--- src/rtl/stream_mux_pkg.sv ---
// Shared definitions for the stream frame multiplexer.
//   state_t     : frame FSM state (IDLE / LOCKED)
//   rr_result_t : round-robin search result (found flag + winning index)
//   rr_next()   : round-robin search over up to MAX_CHANNELS request bits
package stream_mux_pkg;

    localparam int MAX_CHANNELS = 16;
    localparam int IDX_W        = 4;

    typedef enum logic {
        IDLE   = 1'b0,
        LOCKED = 1'b1
    } state_t;

    typedef struct packed {
        logic             found;
        logic [IDX_W-1:0] idx;
    } rr_result_t;

    // First set bit of valid[n-1:0], searching upward from ptr+1 and
    // wrapping modulo n. Bits at or above n are never considered.
    function automatic rr_result_t rr_next(
        input logic [MAX_CHANNELS-1:0] valid,
        input logic [IDX_W-1:0]        ptr,
        input int                      n
    );
        rr_result_t r;
        int         idx;
        r = '0;
        for (int k = 1; k <= MAX_CHANNELS; k++) begin
            idx = (int'(ptr) + k) % n;
            if (k <= n && !r.found && valid[idx[IDX_W-1:0]]) begin
                r.found = 1'b1;
                r.idx   = idx[IDX_W-1:0];
            end
        end
        return r;
    endfunction

endpackage

--- src/rtl/rr_arbiter.sv ---
// Combinational round-robin priority search.
// Ports:
//   valid : per-channel request bits
//   ptr   : last winner; the search starts at ptr+1
//   found : some request bit is set
//   idx   : winning channel (valid only when found=1)
module rr_arbiter
    import stream_mux_pkg::*;
#(
    parameter int CHANNELS  = 4,
    parameter int SEL_WIDTH = 2
) (
    input  logic [CHANNELS-1:0]  valid,
    input  logic [SEL_WIDTH-1:0] ptr,
    output logic                 found,
    output logic [SEL_WIDTH-1:0] idx
);

    rr_result_t r;

    always_comb begin
        r     = rr_next(MAX_CHANNELS'(valid), IDX_W'(ptr), CHANNELS);
        found = r.found;
        idx   = SEL_WIDTH'(r.idx);
    end

endmodule

--- src/rtl/stream_frame_multiplexer.sv ---
// Registered N-to-1 valid/ready stream multiplexer with frame locking.
// A channel picked by select (ROUND_ROBIN=0) or by round-robin arbitration
// (ROUND_ROBIN=1) owns the output until its beat flagged last transfers.
// Ports:
//   clk, reset          : clock, synchronous active-high reset
//   select              : requested channel (ignored in round-robin mode)
//   in_data/valid/last  : CHANNELS input streams, channel i at [i*WIDTH +: WIDTH]
//   in_ready            : per-channel accept, one-hot or zero
//   out_data/valid/last : registered output beat
//   out_ready           : downstream accept
module stream_frame_multiplexer
    import stream_mux_pkg::*;
#(
    parameter int  WIDTH       = 16,
    parameter int  CHANNELS    = 4,
    parameter int  ROUND_ROBIN = 0,
    localparam int SEL_WIDTH   = $clog2(CHANNELS)
) (
    input  logic                      clk,
    input  logic                      reset,
    input  logic [SEL_WIDTH-1:0]      select,
    input  logic [CHANNELS*WIDTH-1:0] in_data,
    input  logic [CHANNELS-1:0]       in_valid,
    input  logic [CHANNELS-1:0]       in_last,
    output logic [CHANNELS-1:0]       in_ready,
    output logic [WIDTH-1:0]          out_data,
    output logic                      out_valid,
    output logic                      out_last,
    input  logic                      out_ready
);

    state_t               state, state_n;
    logic [SEL_WIDTH-1:0] grant;
    logic [SEL_WIDTH-1:0] rr_ptr;
    logic                 cand_found;
    logic [SEL_WIDTH-1:0] cand_idx;
    logic [SEL_WIDTH-1:0] xfer_idx;
    logic                 stage_free;
    logic                 xfer;

    // Candidate channel while no frame is in progress
    generate
        if (ROUND_ROBIN != 0) begin : g_rr
            rr_arbiter #(
                .CHANNELS  (CHANNELS),
                .SEL_WIDTH (SEL_WIDTH)
            ) u_arb (
                .valid (in_valid),
                .ptr   (rr_ptr),
                .found (cand_found),
                .idx   (cand_idx)
            );
        end else begin : g_sel
            // select may exceed CHANNELS-1 when CHANNELS is not a power of two
            always_comb begin
                cand_found = 1'b0;
                cand_idx   = select;
                if (int'(select) < CHANNELS) cand_found = in_valid[select];
            end
        end
    endgenerate

    // Output register can take a new beat this cycle
    assign stage_free = !out_valid || out_ready;

    always_comb begin
        in_ready = '0;
        xfer_idx = (state == LOCKED) ? grant : cand_idx;
        if (!reset && stage_free) begin
            if (state == LOCKED) in_ready[grant] = 1'b1;
            else if (cand_found) in_ready[cand_idx] = 1'b1;
        end
    end

    // in_ready is one-hot or zero, so any overlap is the chosen channel
    assign xfer = |(in_valid & in_ready);

    always_comb begin
        state_n = state;
        case (state)
            IDLE:    if (xfer && !in_last[xfer_idx]) state_n = LOCKED;
            LOCKED:  if (xfer && in_last[xfer_idx])  state_n = IDLE;
            default: state_n = IDLE;
        endcase
    end

    always_ff @(posedge clk) begin
        if (reset) begin
            state     <= IDLE;
            grant     <= '0;
            rr_ptr    <= SEL_WIDTH'(CHANNELS - 1);
            out_valid <= 1'b0;
            out_last  <= 1'b0;
            out_data  <= '0;
        end else begin
            state <= state_n;
            if (xfer) begin
                if (state == IDLE) begin
                    grant  <= xfer_idx;
                    rr_ptr <= xfer_idx;
                end
                out_valid <= 1'b1;
                out_data  <= in_data[int'(xfer_idx)*WIDTH +: WIDTH];
                out_last  <= in_last[xfer_idx];
            end else if (stage_free) begin
                out_valid <= 1'b0;
            end
        end
    end

endmodule

--- config.mk ---
export PLATFORM = sky130hd
export DESIGN_NAME = stream_frame_multiplexer
export DESIGN_NICKNAME = d
export VERILOG_FILES = /design/src/rtl/stream_mux_pkg.sv /design/src/rtl/rr_arbiter.sv /design/src/rtl/stream_frame_multiplexer.sv
export SDC_FILE = /design/constraint.sdc
export NUM_CORES = 1
export LEC_CHECK = 0
export ABC_AREA = 1
export CELL_PAD_IN_SITES_DETAIL_PLACEMENT = 1
export CELL_PAD_IN_SITES_GLOBAL_PLACEMENT = 1
export CORE_ASPECT_RATIO = 0.8
export CORE_MARGIN = 2
export CORE_UTILIZATION = 25
export CTS_BUF_LIST = sky130_fd_sc_hd__clkbuf_4 sky130_fd_sc_hd__clkbuf_8
export CTS_CLUSTER_SIZE = 40
export DETAILED_ROUTE_END_ITERATION = 7
export PLACE_DENSITY = 0.92
export SYNTH_ARGS = -nofsm -noshare
export SYNTH_HDL_FRONTEND = slang
export SYNTH_SLANG_ARGS = --single-unit
--- constraint.sdc ---
create_clock -name clk -period 2.5 [get_ports clk]
set_input_delay 0.25 -clock clk [delete_from_list [all_inputs] [get_ports clk]]
set_output_delay 0.25 -clock clk [all_outputs]
set_load 0.02 [all_outputs]
==> impl_metrics.py, run 1 <==
metrics = {
    "status": {
        "outcome": "complete, no violations",
    },
    "flow_run": {
        "cap_violations": 0,
    },
    "synthesis": {
        "ys_types": 23,
        "synth_top_area_cell": "dfxtp_1",
        "synthArstFlopShare_pct": 0,
        "yosys_warnings": 0,
        "synth_flop_cell": "dfxtp_1",
        "netlist_instances": 241,
        "syn-cell-area_um2": 1490,
        "synth_enable_flop_cells": 0,
        "avgSynthCellArea_um2": 6.18,
        "synthTopCellsByCount": "nor2_1 (62), nand2_1 (34), o21ai_0 (34), dfxtp_1 (21)",
        "synth_nets": 318,
        "yosysMostFrequentCell": "nor2_1",
        "synth_area_leaders": "dfxtp_1 (28%), nor2_1 (16%), o21ai_0 (11%)",
        "synth_top_area_share_pct": 28.2,
        "ys_ff_latch": 21,
        "seq_area_frac_synth_pct": 28.2,
    },
    "cts": {
        "cts_buffers": 3,
        "clk_pin_slew_ps": 70,
        "postCtsSetupBuffers": 0,
        "cts_root_buf": "clkbuf_8",
        "cts_resized": 0,
        "cts_tree": "yes",
        "cts_hold_buf": 0,
        "cts.htree.levels": 1,
        "cts_max_path_buffers": 2,
        "clock_latency_ps": 260,
        "cts.sinks": 21,
    },
    "hold_path": {
        "min_path_type": "reg2reg",
        "hp-start": "out_data[12]",
        "hold_depth": 2,
        "holdPathEnd": "out_data[12]",
    },
    "finish": {
        "final_cell_count_no_fill": 412,
        "num-nets-final": 409,
        "ff_latch_area_um2": 420,
        "drive_gt1_share_pct": 6.34,
        "antennaDiodeCount": 0,
        "area_growth_pct": 69.3,
        "n_fill_cell": 755,
        "multi_input_area_um2": 876,
    },
    "detailed_routing": {
        "drt_iter0_markers": 35,
        "routedWlPerCell_um": 14.1,
        "drc": 0,
        "drtPass1Iterations": 4,
        "vias_per_cell": 4.72,
        "num_vias": 1944,
        "routed_wl_mm": 5.83,
        "final_antenna_net_count": 0,
    },
    "global_routing": {
        "grt_max_degree": 40,
        "grt_pass1_vias": 2108,
        "grt_pass1_wl_mm": 9.89,
        "grt.overflow.total": 0,
        "grt_usage_pct": 18.4,
        "antenna_found_initial": 0,
    },
    "die": {
        "core-area_um2": 5820,
        "ios": 99,
        "start_util_pct": 25.6,
        "dieArea_um2": 6590,
        "die_x_um": 90.3,
        "die_h_um": 73.0,
        "rows": 25,
    },
    "setup_path": {
        "worst_path_largest_cell_delay_ps": 640,
        "endpoint_kind": "output pin",
        "crit_path_top_delay_cell": "dfxtp_1",
        "rrSetupSlack_ps": 630,
        "critPathLaunchType": "flop",
        "arrival_ps": 2000,
        "cp_data_required_time_ps": 2250,
        "cp_common_cell": "nand2_1",
        "crit_type": "reg2out",
        "worst_r2r_endpoint": "out_data[10]",
        "rr_worst_depth": 7,
        "cp_cell_sequence": "inv_2 -> nand2_1 -> nand2_1 -> nor2_1 -> clkdlybuf4s50_1",
        "cp_max_fo": 10,
    },
    "placement": {
        "place_ws_ps": 384,
        "hpwl_mm": 4.63,
        "io_buffers": 98,
        "gp_congestion": 0.776,
        "dp.cells": 408,
    },
    "timing": {
        "worst_slack_ps": 247,
        "final-setup-viol-count": 0,
        "whs_ps": 469,
        "hold_viol": 0,
        "rsz0062_at_grt": "false",
        "setup_tns_ps": 0,
        "slew_violations": 0,
        "period_share_pct": 90.1,
        "slew_headroom_pct": 66.0,
        "worst_pin_slew_ps": 509,
        "fin_crit_ps": 2250,
        "fmax_mhz": 444,
        "fin_worst_skew_ps": 1.21,
    },
    "pwr": {
        "combPwrFrac_pct": 45.9,
        "p_per_area_nw_per_um2": 471,
        "p_leak_nw": 1.00,
        "p_seq_share_pct": 34.7,
        "power.internal_uw": 767,
        "pwr-share-clk_pct": 19.4,
        "p_switching_uw": 420,
        "ir_drop_uv": 222,
        "swShare_pct": 35.4,
    },
}
[metrics by stage]
stage	total power [mW]	cell area, µm²	utilization, %
2_1_floorplan	0.719	1490	-
3_5_place_dp	0.968	2470	42.5
4_1_cts	1.21	2520	43.3
3_3_place_gp	0.949	2470	42.5
6_report	1.19	2520	43.3
5_1_grt	1.28	2520	43.3
[worst max-delay path by stage]
| stage | endpoint | slack [ps] | startpoint |
|---|---|---|---|
| after floorplan | out_data[11] | 1160 | out_valid |
| after global placement | in_ready[0] | 440 | reset |
| after detailed placement | in_ready[2] | 380 | select[0] |
| after CTS | in_ready[2] | 230 | flop |
| after global routing | in_ready[2] | 90 | flop |
| final | in_ready[2] | 250 | flop |
[sequential cells by signal (all words and copies together), names as in the netlist, named ones only]
name,count
out_data,16
grant,2
out_last,1
out_valid,1
[critical path: cells and delay by family (launching register included)]
kind | cells | cell delay, ps
buffers and inverters | 2 | 760
DFF | 1 | 640
and+or+nand+nor | 3 | 330
[power by group through the flow]
stage          clock network, mW  registers [mW]  logic [mW]
4_1_cts                    0.243           0.412       0.551
3_5_place_dp                   0           0.419       0.549
5_1_grt                    0.259           0.418       0.602
6_report                   0.230           0.412       0.544
3_3_place_gp                   0           0.418       0.532
2_1_floorplan                  0           0.455       0.265
[layout make-up]
cell class / instances / share of cell area, %
Tap cell: 81 / 4.02
Multi-Input combinational cell: 187 / 34.7
Clock buffer: 4 / 1.94
Sequential cell: 21 / 16.7
Timing Repair Buffer: 102 / 40.1
Inverter: 17 / 2.53
[cell families (layout without fill, tap and decap cells)]
| family | count (synthesis) | after routing | share of synthesized area, % |
|---|---|---|---|
| buffers and inverters | 33 | 123 | 12.9 |
| and+or+nand+nor | 114 | 114 | 31.5 |
| AOI/OAI and AO/OA | 73 | 73 | 27.3 |
| DFF | 21 | 21 | 28.2 |
[cell usage in the layout (no fill, tap or decap)]
master,synthesis,layout
clkdlybuf4s50_1,0,98
nor2_1,62,62
nand2_1,34,34
o21ai_0,34,34
dfxtp_1,21,21
inv_1,13,13
o22ai_1,13,13
o21ai_1,12,12
a21oi_1,8,8
nand3_1,7,7
inv_2,4,4
o211ai_1,4,4
buf_4,3,4
nand2_2,3,3
nor2_2,3,3
nand4_1,3,3
clkbuf_8,0,3
nand2_4,1,1
and2_1,1,1
o21ai_2,1,1
o21ai_4,1,1
clkbuf_4,0,1
[per-layer routing]
metal / wire (µm) / vias to the layer above / share of wire, % / global-route usage (%)
li1: - / 977 / - / -
met1: 2550 / 906 / 44 / 20.9
met2: 2900 / 58 / 50 / 35.6
met3: 361 / 3 / 6.2 / 5.27
met4: 23 / 0 / 0.39 / 2.74
met5: 0 / - / 0 / 0
Note: power is estimated with default switching activity, not from simulation.
==> run 2, diff against run 1 <==
--- a/constraint.sdc
+++ b/constraint.sdc
@@ -3,2 +3,2 @@
 set_output_delay 0.25 -clock clk [all_outputs]
-set_load 0.02 [all_outputs]
+set_load 0.01 [all_outputs]
==> run 2 against run 1 <==
Effect of this change: critical path depth is the same; die area is the same; core utilization is the same; critical path type unchanged.
==> impl_metrics.py, run 2 (same netlist as run 1, synthesis figures left out) <==
metrics = {
    "status": {
        "outcome": "complete, no violations",
    },
    "pwr": {
        "swShare_pct": 33.9,
        "ir_drop_uv": 230,
        "p_switching_uw": 393,
        "total_power_mw": 1.16,
        "combPwrFrac_pct": 44.0,
        "p_leak_nw": 1.00,
        "power.internal_uw": 767,
        "p_per_area_nw_per_um2": 460,
        "pwr-share-clk_pct": 20.5,
        "p_seq_share_pct": 35.5,
    },
    "finish": {
        "antennaDiodeCount": 0,
        "drive_gt1_share_pct": 6.34,
        "largestRegisters": "out_data: 16 flops, grant: 2 flops",
        "fin_area_um2": 2520,
        "final_common_cell": "clkdlybuf4s50_1",
        "largest_reg_flops": 16,
        "final_cell_count_no_fill": 412,
        "num-nets-final": 409,
        "layout_common_cells": "clkdlybuf4s50_1 (98), nor2_1 (62), nand2_1 (34), o21ai_0 (34), dfxtp_1 (21)",
        "largest_register": "out_data",
        "area_growth_pct": 69.3,
    },
    "placement": {
        "io_buffers": 98,
        "gp_congestion": 0.836,
        "dp.cells": 408,
        "post_dp_cell_area_um2": 2470,
        "hpwl_mm": 4.54,
    },
    "setup_path": {
        "cp_common_cell": "nand2_1",
        "cp_cell_sequence": "inv_2 -> nand2_1 -> nand2_1 -> nor2_1 -> clkdlybuf4s50_1",
        "rrSetupSlack_ps": 640,
        "crit_path_top_delay_cell": "dfxtp_1",
        "arrival_ps": 1940,
        "worst_path_largest_cell_delay_ps": 650,
        "cp_data_required_time_ps": 2250,
        "crit_type": "reg2out",
        "critPathLaunchType": "flop",
        "endpoint_kind": "output pin",
        "cp_max_fo": 10,
    },
    "die": {
        "die_x_um": 90.3,
        "dieArea_um2": 6590,
        "core-area_um2": 5820,
        "rows": 25,
        "ios": 99,
        "die_h_um": 73.0,
        "start_util_pct": 25.6,
    },
    "cts": {
        "cts.htree.levels": 1,
        "cts_hold_buf": 0,
        "clock_latency_ps": 260,
        "postCtsSetupBuffers": 0,
        "clk_pin_slew_ps": 80,
        "cts_buffers": 3,
        "cts_max_path_buffers": 2,
        "cts.sinks": 21,
        "cts_resized": 0,
        "cts_root_buf": "clkbuf_8",
        "cts_tree": "yes",
    },
    "timing": {
        "whs_ps": 468,
        "rsz0062_at_grt": "false",
        "fin_worst_skew_ps": 8.06,
        "slew_violations": 0,
        "worst_pin_slew_ps": 521,
        "fmax_mhz": 458,
        "fin_crit_ps": 2190,
        "period_share_pct": 87.4,
        "hold_viol": 0,
        "slew_headroom_pct": 65.2,
        "final-setup-viol-count": 0,
        "setup_tns_ps": 0,
    },
    "global_routing": {
        "use_met2_pct": 34.3,
        "busiest_layer": "met2",
        "met1_usage_pct": 19.8,
        "grt.overflow.total": 0,
        "grt_usage_pct": 17.7,
        "antenna_found_initial": 0,
        "grt_pass1_vias": 2078,
        "grtUsageMet3_pct": 4.96,
        "grt_pass1_wl_mm": 9.47,
        "grt_max_degree": 40,
    },
    "detailed_routing": {
        "num_vias": 1951,
        "drtPass1Iterations": 4,
        "vias_per_cell": 4.74,
        "routed_wl_mm": 5.75,
        "final_antenna_net_count": 0,
        "routedWlPerCell_um": 14.0,
        "drt_iter0_markers": 15,
        "drc": 0,
    },
    "flow_run": {
        "cap_violations": 0,
    },
    "hold_path": {
        "min_path_type": "reg2reg",
    },
}
## run 2: metal layers
layer,part of all wire [%],up-vias
li1,-,975
met1,42,915
met2,51,57
met3,5.6,4
met4,0.70,0
met5,0,-
## run 2: path summary, 6_finish.rpt
kind | end | startpoint | cells after the start
min | out_data[12] | out_data[12] | 2
max reg2reg | grant[1] | flop | 9
min reg2reg | out_data[12] | out_data[12] | 2
max | in_ready[3] | flop | 5
## run 2: layout make-up
cell class | instances | area, µm²
fill | 770 | 3300
clock buffer | 4 | 48.8
tap | 81 | 101
inverter | 17 | 63.8
multi-input combinational | 187 | 876
sequential | 21 | 420
timing repair buffer | 102 | 1010
## run 2: power groups by stage
stage | logic, mW | clock network (mW) | registers (mW)
CTS | 0.519 | 0.247 | 0.413
finish | 0.510 | 0.238 | 0.412
global route | 0.568 | 0.256 | 0.418
detailed placement | 0.516 | 0 | 0.420
global placement | 0.498 | 0 | 0.417
floorplan | 0.261 | 0 | 0.427
## run 2: worst max-delay path, delay by kind of cell, from the launching register on
family                 cells  cell delay, ps
flip-flops                 1             650
buffers and inverters      2             680
AND/OR/NAND/NOR            3             340
## run 2: stage by stage
step,worst slack (ps),util [%]
finish,314,43.3
CTS,306,43.3
global route,203,43.3
detailed placement,369,42.5
global placement,439,42.5
floorplan,1170,-
==> run 3, diff against run 2 <==
- CTS_CLUSTER_DIAMETER: not set -> 80
- SETUP_SLACK_MARGIN: not set -> 0.1
==> results of run 3 <==
Same layout as run 2: the final DEF is identical, and so are final timing and power.
